### src/rtl/ysyx_23060208_pkg.sv
// Shared types for the ysyx_23060208 load/store unit: FSM states, response
// codes, access sizes and the alignment rule used at request acceptance.
package ysyx_23060208_pkg;

  typedef enum logic [2:0] {
    IDLE,
    RD_AR,
    RD_R,
    WR_AWW,
    WR_B,
    RESP,
    DRAIN
  } lsu_state_e;

  typedef enum logic [1:0] {
    ERR_OK       = 2'd0,
    ERR_MISALIGN = 2'd1,
    ERR_BUS      = 2'd2,
    ERR_TIMEOUT  = 2'd3
  } lsu_err_e;

  typedef enum logic [1:0] {
    SIZE_B = 2'd0,
    SIZE_H = 2'd1,
    SIZE_W = 2'd2,
    SIZE_D = 2'd3
  } lsu_size_e;

  typedef enum logic [1:0] {
    AXI_OKAY   = 2'b00,
    AXI_EXOKAY = 2'b01,
    AXI_SLVERR = 2'b10,
    AXI_DECERR = 2'b11
  } axi_resp_e;

  // A doubleword is only legal on a 64-bit bus.
  function automatic logic is_misaligned(input logic [1:0] size, input logic [2:0] addr_lo,
                                         input logic bus64);
    case (lsu_size_e'(size))
      SIZE_B:  return 1'b0;
      SIZE_H:  return addr_lo[0];
      SIZE_W:  return |addr_lo[1:0];
      default: return !bus64 || (|addr_lo);
    endcase
  endfunction

endpackage

### src/rtl/ysyx_23060208_lsu_align.sv
// Byte-lane steering: store data/strobe placement and load data extraction
// with sign or zero extension.
module ysyx_23060208_lsu_align
  import ysyx_23060208_pkg::*;
#(
  parameter int DATA_WIDTH = 32
) (
  input  logic [$clog2(DATA_WIDTH/8)-1:0] offset_i,
  input  logic [1:0]                      size_i,
  input  logic                            signed_i,
  input  logic [DATA_WIDTH-1:0]           wdata_i,
  input  logic [DATA_WIDTH-1:0]           rdata_i,
  output logic [DATA_WIDTH-1:0]           wdata_o,
  output logic [DATA_WIDTH/8-1:0]         wstrb_o,
  output logic [DATA_WIDTH-1:0]           rdata_o
);

  localparam int NB = DATA_WIDTH / 8;

  logic [NB-1:0]         base_strb;
  logic [DATA_WIDTH-1:0] shifted;
  logic [DATA_WIDTH-1:0] keep_mask;
  logic                  sign_bit;

  assign wdata_o = wdata_i << {offset_i, 3'b000};
  assign wstrb_o = base_strb << offset_i;
  assign shifted = rdata_i >> {offset_i, 3'b000};

  // NOTE: every output of a combinational block gets a default first so no
  // path through the case can leave it unassigned and infer a latch.
  always_comb begin
    base_strb = '1;
    keep_mask = '1;
    sign_bit  = shifted[DATA_WIDTH-1];
    case (lsu_size_e'(size_i))
      SIZE_B: begin
        base_strb = NB'(1);
        keep_mask = DATA_WIDTH'(8'hFF);
        sign_bit  = shifted[7];
      end
      SIZE_H: begin
        base_strb = NB'(3);
        keep_mask = DATA_WIDTH'(16'hFFFF);
        sign_bit  = shifted[15];
      end
      SIZE_W: begin
        base_strb = NB'(4'hF);
        keep_mask = DATA_WIDTH'(32'hFFFF_FFFF);
        sign_bit  = shifted[31];
      end
      default: ;
    endcase
  end

  assign rdata_o = (shifted & keep_mask) | ((signed_i && sign_bit) ? ~keep_mask : '0);

endmodule

### src/rtl/ysyx_23060208_lsu.sv
// Single-outstanding load/store unit bridging a valid/ready request port to
// an AXI4-Lite master, with misalignment, bus-error and timeout reporting.
module ysyx_23060208_lsu
  import ysyx_23060208_pkg::*;
#(
  parameter int DATA_WIDTH     = 32,
  parameter int ADDR_WIDTH     = 32,
  parameter int TIMEOUT_CYCLES = 1024
) (
  input  logic                    clk,
  input  logic                    rst,
  input  logic                    req_valid,
  output logic                    req_ready,
  input  logic                    req_we,
  input  logic [1:0]              req_size,
  input  logic                    req_signed,
  input  logic [ADDR_WIDTH-1:0]   req_addr,
  input  logic [DATA_WIDTH-1:0]   req_wdata,
  output logic                    resp_valid,
  input  logic                    resp_ready,
  output logic [DATA_WIDTH-1:0]   resp_rdata,
  output logic [1:0]              resp_err,
  output logic [ADDR_WIDTH-1:0]   awaddr,
  output logic                    awvalid,
  input  logic                    awready,
  output logic [DATA_WIDTH-1:0]   wdata,
  output logic [DATA_WIDTH/8-1:0] wstrb,
  output logic                    wvalid,
  input  logic                    wready,
  input  logic [1:0]              bresp,
  input  logic                    bvalid,
  output logic                    bready,
  output logic [ADDR_WIDTH-1:0]   araddr,
  output logic                    arvalid,
  input  logic                    arready,
  input  logic [DATA_WIDTH-1:0]   rdata,
  input  logic [1:0]              rresp,
  input  logic                    rvalid,
  output logic                    rready
);

  localparam int OFF_W = $clog2(DATA_WIDTH / 8);
  localparam int TMO_W = (TIMEOUT_CYCLES > 2) ? $clog2(TIMEOUT_CYCLES) : 1;
  localparam logic [TMO_W-1:0] TMO_LAST = TMO_W'((TIMEOUT_CYCLES > 0) ? TIMEOUT_CYCLES - 1 : 0);

  lsu_state_e            state_q, state_d;
  lsu_err_e              err_q, err_d;
  logic [DATA_WIDTH-1:0] rdata_q, rdata_d;
  logic                  aw_done_q, aw_done_d, w_done_q, w_done_d;
  logic                  orphan_q, orphan_d;
  logic [TMO_W-1:0]      tmo_cnt_q, tmo_cnt_d;
  logic [ADDR_WIDTH-1:0] addr_q;
  logic [DATA_WIDTH-1:0] wdata_q;
  logic [1:0]            size_q;
  logic                  signed_q, we_q;

  logic                  accept, tmo_hit, waiting;
  logic [DATA_WIDTH-1:0] load_data;

  assign accept  = (state_q == IDLE) && req_valid;
  assign waiting = (state_q == RD_AR) || (state_q == RD_R) || (state_q == WR_AWW) || (state_q == WR_B);
  assign tmo_hit = (TIMEOUT_CYCLES != 0) && (tmo_cnt_q == TMO_LAST);

  ysyx_23060208_lsu_align #(.DATA_WIDTH(DATA_WIDTH)) u_align (
    .offset_i (addr_q[OFF_W-1:0]),
    .size_i   (size_q),
    .signed_i (signed_q),
    .wdata_i  (wdata_q),
    .rdata_i  (rdata),
    .wdata_o  (wdata),
    .wstrb_o  (wstrb),
    .rdata_o  (load_data)
  );

  always_comb begin
    state_d   = state_q;
    err_d     = err_q;
    rdata_d   = rdata_q;
    aw_done_d = aw_done_q;
    w_done_d  = w_done_q;
    orphan_d  = orphan_q;
    case (state_q)
      IDLE: if (req_valid) begin
        rdata_d   = '0;
        aw_done_d = 1'b0;
        w_done_d  = 1'b0;
        if (is_misaligned(req_size, req_addr[2:0], DATA_WIDTH == 64)) begin
          state_d = RESP;
          err_d   = ERR_MISALIGN;
        end else begin
          state_d = req_we ? WR_AWW : RD_AR;
          err_d   = ERR_OK;
        end
      end
      RD_AR: if (arready) state_d = RD_R;
             else if (tmo_hit) begin state_d = RESP; err_d = ERR_TIMEOUT; orphan_d = 1'b1; end
      RD_R: if (rvalid) begin
        state_d = RESP;
        if (rresp != AXI_OKAY) begin err_d = ERR_BUS; rdata_d = '0; end
        else rdata_d = load_data;
      end else if (tmo_hit) begin state_d = RESP; err_d = ERR_TIMEOUT; orphan_d = 1'b1; end
      WR_AWW: begin
        if (awvalid && awready) aw_done_d = 1'b1;
        if (wvalid && wready)   w_done_d  = 1'b1;
        if (aw_done_d && w_done_d) state_d = WR_B;
        else if (tmo_hit) begin state_d = RESP; err_d = ERR_TIMEOUT; orphan_d = 1'b1; end
      end
      WR_B: if (bvalid) begin
        state_d = RESP;
        err_d   = (bresp != AXI_OKAY) ? ERR_BUS : ERR_OK;
      end else if (tmo_hit) begin state_d = RESP; err_d = ERR_TIMEOUT; orphan_d = 1'b1; end
      RESP: if (resp_ready) state_d = orphan_q ? DRAIN : IDLE;
      // The late beat of a timed-out access is swallowed here, never reported.
      DRAIN: if (we_q ? bvalid : rvalid) begin state_d = IDLE; orphan_d = 1'b0; end
      default: state_d = IDLE;
    endcase
    tmo_cnt_d = (waiting && (state_d == state_q)) ? tmo_cnt_q + 1'b1 : '0;
  end

  always_ff @(posedge clk or negedge rst) begin
    if (!rst) begin
      state_q   <= IDLE;
      err_q     <= ERR_OK;
      rdata_q   <= '0;
      aw_done_q <= 1'b0;
      w_done_q  <= 1'b0;
      orphan_q  <= 1'b0;
      tmo_cnt_q <= '0;
    end else begin
      state_q   <= state_d;
      err_q     <= err_d;
      rdata_q   <= rdata_d;
      aw_done_q <= aw_done_d;
      w_done_q  <= w_done_d;
      orphan_q  <= orphan_d;
      tmo_cnt_q <= tmo_cnt_d;
    end
  end

  always_ff @(posedge clk or negedge rst) begin
    if (!rst) begin
      addr_q   <= '0;
      wdata_q  <= '0;
      size_q   <= '0;
      signed_q <= 1'b0;
      we_q     <= 1'b0;
    end else if (accept) begin
      addr_q   <= req_addr;
      wdata_q  <= req_wdata;
      size_q   <= req_size;
      signed_q <= req_signed;
      we_q     <= req_we;
    end
  end

  assign req_ready  = (state_q == IDLE);
  assign resp_valid = (state_q == RESP);
  assign resp_rdata = rdata_q;
  assign resp_err   = err_q;
  assign awaddr     = addr_q;
  assign araddr     = addr_q;
  assign arvalid    = (state_q == RD_AR);
  assign awvalid    = (state_q == WR_AWW) && !aw_done_q;
  assign wvalid     = (state_q == WR_AWW) && !w_done_q;
  assign rready     = (state_q == RD_R) || (state_q == DRAIN);
  assign bready     = (state_q == WR_B) || (state_q == DRAIN);

endmodule

### config.mk
export PLATFORM = sky130hd
export DESIGN_NAME = ysyx_23060208_lsu
export DESIGN_NICKNAME = d
export VERILOG_FILES = /design/src/rtl/ysyx_23060208_pkg.sv /design/src/rtl/ysyx_23060208_lsu_align.sv /design/src/rtl/ysyx_23060208_lsu.sv
export SDC_FILE = /design/constraint.sdc
export NUM_CORES = 1
export LEC_CHECK = 0
export ABC_AREA = 1
export BUFFER_PORTS_ARGS = -buffer_cell sky130_fd_sc_hd__buf_2
export CAP_MARGIN = 20
export CORE_UTILIZATION = 45
export CTS_CLUSTER_DIAMETER = 80
export CTS_CLUSTER_SIZE = 8
export DETAILED_ROUTE_END_ITERATION = 16
export PLACE_DENSITY = 0.75
export SLEW_MARGIN = 20
export SYNTH_ARGS = -nofsm -noshare
export SYNTH_HDL_FRONTEND = slang
export SYNTH_SLANG_ARGS = --single-unit
### constraint.sdc
create_clock -name clk -period 3.5 [get_ports clk]
set_input_delay 0.7 -clock clk [delete_from_list [all_inputs] [get_ports clk]]
set_output_delay 0.7 -clock clk [all_outputs]
set_load 0.05 [all_outputs]
## Yosys cells after proc, flatten, opt, wreduce, memory -nomap -nowiden

Cells that the tools add are included.

- Flip-flop bits (word level): 118

- Mux-type cells: 49
- Equality and inequality tests: 19
- Reduce and logical (&&, ||, !) cells: 29
- Shift operators: 3
- Bitwise operators: 3
- Add/subtract/negate cells: 1

Operators with widths:

| cell | number |
|---|---|
| $mux W32 | 4 |
| $pmux W32 S2 | 2 |
| $and A32 B32 Y32 | 1 |
| $not A32 Y32 | 1 |
| $or A32 B32 Y32 | 1 |
| $shl A32 B5 Y32 | 1 |
| $shr A32 B5 Y32 | 1 |
| $mux W3 | 10 |
| $pmux W3 S7 | 1 |
| $mux W2 | 9 |
| $mux W1 | 15 |
| $ne A2 B2 Y1 const B | 7 |
| $add A10 B1 Y10 const B | 1 |
| $eq A10 B10 Y1 const B | 1 |
| $mux W10 | 1 |
| $pmux W2 S5 | 1 |
| $reduce_bool A5 Y1 | 2 |
| $eq A3 B3 Y1 const B | 3 |
| $logic_and A1 B1 Y1 | 8 |
| $pmux W4 S2 | 1 |
| $reduce_bool A2 Y1 | 4 |
| $eq A3 B2 Y1 const B | 2 |
| $pmux W1 S2 | 3 |
| $reduce_and A6 Y1 | 1 |
| other kinds (16) | 23 |

## Depth between registers and ports, before layout

- Depth after elaboration: 11
- Mapped depth: 12
- Mapped depth without buffers: 11

## Modules after synthesis

A second synthesis with hierarchy kept.

- Cells, all modules: 912
- Area total of the unflattened synthesis: 6618.8 sq um

Modules (own cells, without submodules):

| module | area an instance (sq um) | sequential area each (sq um) | cells each | times used |
|---|---|---|---|---|
| ysyx_23060208_lsu | 5355.1 | 2952.8 | 636 | 1 |
| ysyx_23060208_lsu_align | 1263.7 | 0.0 | 276 | 1 |

## Worst setup path after synthesis

Ideal clock, no wire load.

- Path type: flip-flop to output port
- Start point: reg addr_q[0], in the netlist araddr[0]
- End point: out wdata[16]
- Cell stages (with the launch flop): 5
- Setup slack: -0.189 ns
- Arrival time: 2.989 ns
- Path buffers: 1
- Path through: dfrtp_1 -> buf_2 -> nor2_1 -> clkinv_1 -> a31oi_1

- Longest elaborated chain between the ends: 1

RTL lines:

| what | RTL line | text |
|---|---|---|
| from (decl) | ysyx_23060208_lsu.sv:52 | `logic [ADDR_WIDTH-1:0] addr_q;` |
| from (signal assigned) | ysyx_23060208_lsu.sv:148 | `addr_q <= req_addr;` |
| $shl A32 B5 Y32 | ysyx_23060208_lsu_align.sv:25 | `assign wdata_o = wdata_i << {offset_i, 3'b000};` |
| to (decl) | ysyx_23060208_lsu.sv:26 | `output logic [DATA_WIDTH-1:0] wdata,` |

No other way between the ends.

## Worst setup path after layout

- Start point: reg addr_q[0], in the netlist araddr[0]
- End point: out wdata[17]

Same word-level chain as after synthesis.

==> results.toml <==
[worst_setup_path]
path_class = "reg2out"
reg2reg_from = "araddr[0]$_DFFE_PN0P_"
path_cells = "inv_2, nand2_1, o22ai_1, buf_2"
r2r-end = "resp_rdata[21]$_DFFE_PN0P_"
crit_slowest_cell = "dfrtp_2"
path_delay_family = "buffers and inverters"
cp.buffers_inverters = 2
worstRegToRegCells = 10
required_ns = 2.80
rrSetupSlack_ns = 1.10
start_kind = "register"
critPathArrivalTime_ns = 2.21
critPathMaxFanout = 35
critical_path.max_stage_delay_ns = 0.60
endpoint_kind = "output pin"
critical_path_depth = 4

[floorplan]
core_area_sq_mm = 0.0134
row_count = 42
io_pins = 254
dieArea_sq_mm = 0.0143
die_height_um = 120
die_w_um = 120
initial_utilization_pct = 46.6

[clocking]
clock_latency_ns = 0.42
clockBufferDepth = 2
cts_tree = "built"
cts_hold_buf = 0
clockRootBuffer = "clkbuf_16"
clk_pin_slew_ns = 0.05
htreeDepth = 4
cts.sink_count = 118
cts_buffers = 17
ctsResizeCount = 0
postCtsSetupRepairBufs = 0

[global_routing]
busiest_layer = "met2"
track_usage_pct = 25.7
grt_max_degree = 89
antenna_found_initial = 2
grt_pass1_vias = 5640
use_met1_pct = 33.6
grt_overflow = 0
use_met3_pct = 6.04
grt_pass1_wl_um = 28400
met2_usage_pct = 41.8

[run]
maxCapViolCount = 0

[routing]
via_per_inst = 5.03
wire_per_inst_um = 14.6
remaining_drc_errors = 0
wl_um = 17900
vias = 6144
antenna_left = 0
dr.pass1.iters = 5
drtIter0Drc = 418

[sta]
tightestPinTransition_ns = 0.520
max-slew-margin-rel_pct = 65.3
finalHoldViolCount = 0
fin_setup_tns_ns = 0
fin_hold_ws_ns = 0.214
timing.fmax_mhz = 344
finalMaxSlewViolations = 0
clock_skew_ns = 0.00641
min_period_ns = 2.91
setup_viol = 0
rsz0062_at_grt = "false"
period_share_pct = 83.2

[logic_synthesis]
yosys_most_used_dff = "dfrtp_1"
ys_seq_area_share_pct = 47.3
netlist_instances = 826
synth-edff-count = 0
async_flop_share_pct = 100
synth_area_sq_mm = 0.00624
synth.net_count = 940
yosysWarnings = 0
yosys.cell_types.count = 40
avgSynthCellArea_sq_um = 7.55
synth_seq_cells = 118

[layout]
layout.nets = 1148
final_cell_area_sq_mm = 0.00797
final_cell_mix = "nand2_1 (317), buf_2 (252), dfrtp_1 (117), o21ai_0 (94), nor2_1 (49)"
drive_above_1_share_pct = 30.9
areaGrowthSynthToFinish_pct = 27.7
layout_commonest_cell = "nand2_1"

[place]
dpl-instance-area_sq_mm = 0.00739
portBuffers = 253
dp_hpwl_um = 13000
place.gp.congestion = 0.880

[status]
outcome = "finished clean"

[hold_path]
hp-class = "in2async"
how the worst max path moves through the flow:
stage	start	endpoint	slack (ns)
final	araddr[0]$_DFFE_PN0P_	wdata[17]	0.59
after global routing	araddr[0]$_DFFE_PN0P_	wdata[17]	0.48
after CTS	araddr[0]$_DFFE_PN0P_	wdata[17]	0.61
after detailed placement	araddr[0]$_DFFE_PN0P_	wdata[17]	1.06
after global placement	araddr[0]$_DFFE_PN0P_	wdata[17]	1.09
after floorplan	araddr[0]$_DFFE_PN0P_	wdata[1]	0.02
layer usage:
layer | share of wire (%) | vias to the layer above
li1 | - | 3015
met1 | 42 | 2813
met2 | 48 | 295
met3 | 8.3 | 21
met4 | 1.3 | 0
met5 | 0 | -
logic make-up (layout without fill, tap and decap cells):
kind of cell               count (synthesis)  count (layout)  share of synthesized area (%)
other                                      0               1                              0
DFF                                      118             118                           47.3
xor gates and xnor gates                   8               8                           1.12
AOI/OAI and AO/OA                        156             156                           13.7
adders and majority gates                  1               1                          0.201
and+or+nand+nor                          416             416                           27.4
buffers and inverters                    127             346                           10.3
synth_stat cells (2+ instances only):
master	number	area (sq um)
o21ai_1	3	15.0
nand2_1	317	1190
a22oi_1	9	67.6
nor2_2	3	18.8
xnor2_1	4	35.0
xor2_1	4	35.0
a21oi_2	3	26.3
o22ai_1	6	37.5
inv_1	49	184
buf_4	32	240
clkbuf_1	17	63.8
buf_2	23	115
inv_2	2	7.51
nor2_1	50	188
o21ai_0	94	470
nand3_1	24	120
o211ai_1	3	22.5
nand2_2	5	31.3
nand2_4	2	22.5
a21oi_1	32	160
dfrtp_1	118	2950
nor2_4	2	22.5
nand4_1	3	18.8
nand3_2	5	50.1
flip-flops by register name, summed over array words and instances, names as in the netlist:
| name | cells |
|---|---|
| we_q | 1 |
| wdata_q | 32 |
| aw_done_q | 1 |
| signed_q | 1 |
| w_done_q | 1 |
| tmo_cnt_q | 10 |
| resp_rdata | 32 |
| state_q | 3 |
| orphan_q | 1 |
| resp_err | 2 |
| araddr | 32 |
| size_q | 2 |
stage by stage:
step	util (%)	setup slack [ns]	cells
6_report	59.5	0.589	1222
5_1_grt	59.4	0.476	1221
4_1_cts	59.4	0.606	1221
3_5_place_dp	55.2	1.06	1191
3_3_place_gp	55.2	1.09	1191
2_1_floorplan	-	0.0238	826
worst register-to-register path, delay by kind of cell, from the launching register on:
family	cells	cell delay, ns
compound gates	3	0.56
buf+inv	2	0.68
flops	1	0.60
simple gates	5	0.46
cell type report:
cell class / count / area (sq um)
Clock buffer: 21 / 470
Clock inverter: 9 / 103
Fill cell: 1295 / 5430
Sequential cell: 118 / 2950
Tap cell: 176 / 220
Inverter: 54 / 210
Timing Repair Buffer: 262 / 1350
Antenna cell: 1 / 2.50
Multi-Input combinational cell: 581 / 2660
Power is not shown: default switching activity piles up to over one toggle a cycle in this logic, so the estimate is an artifact.
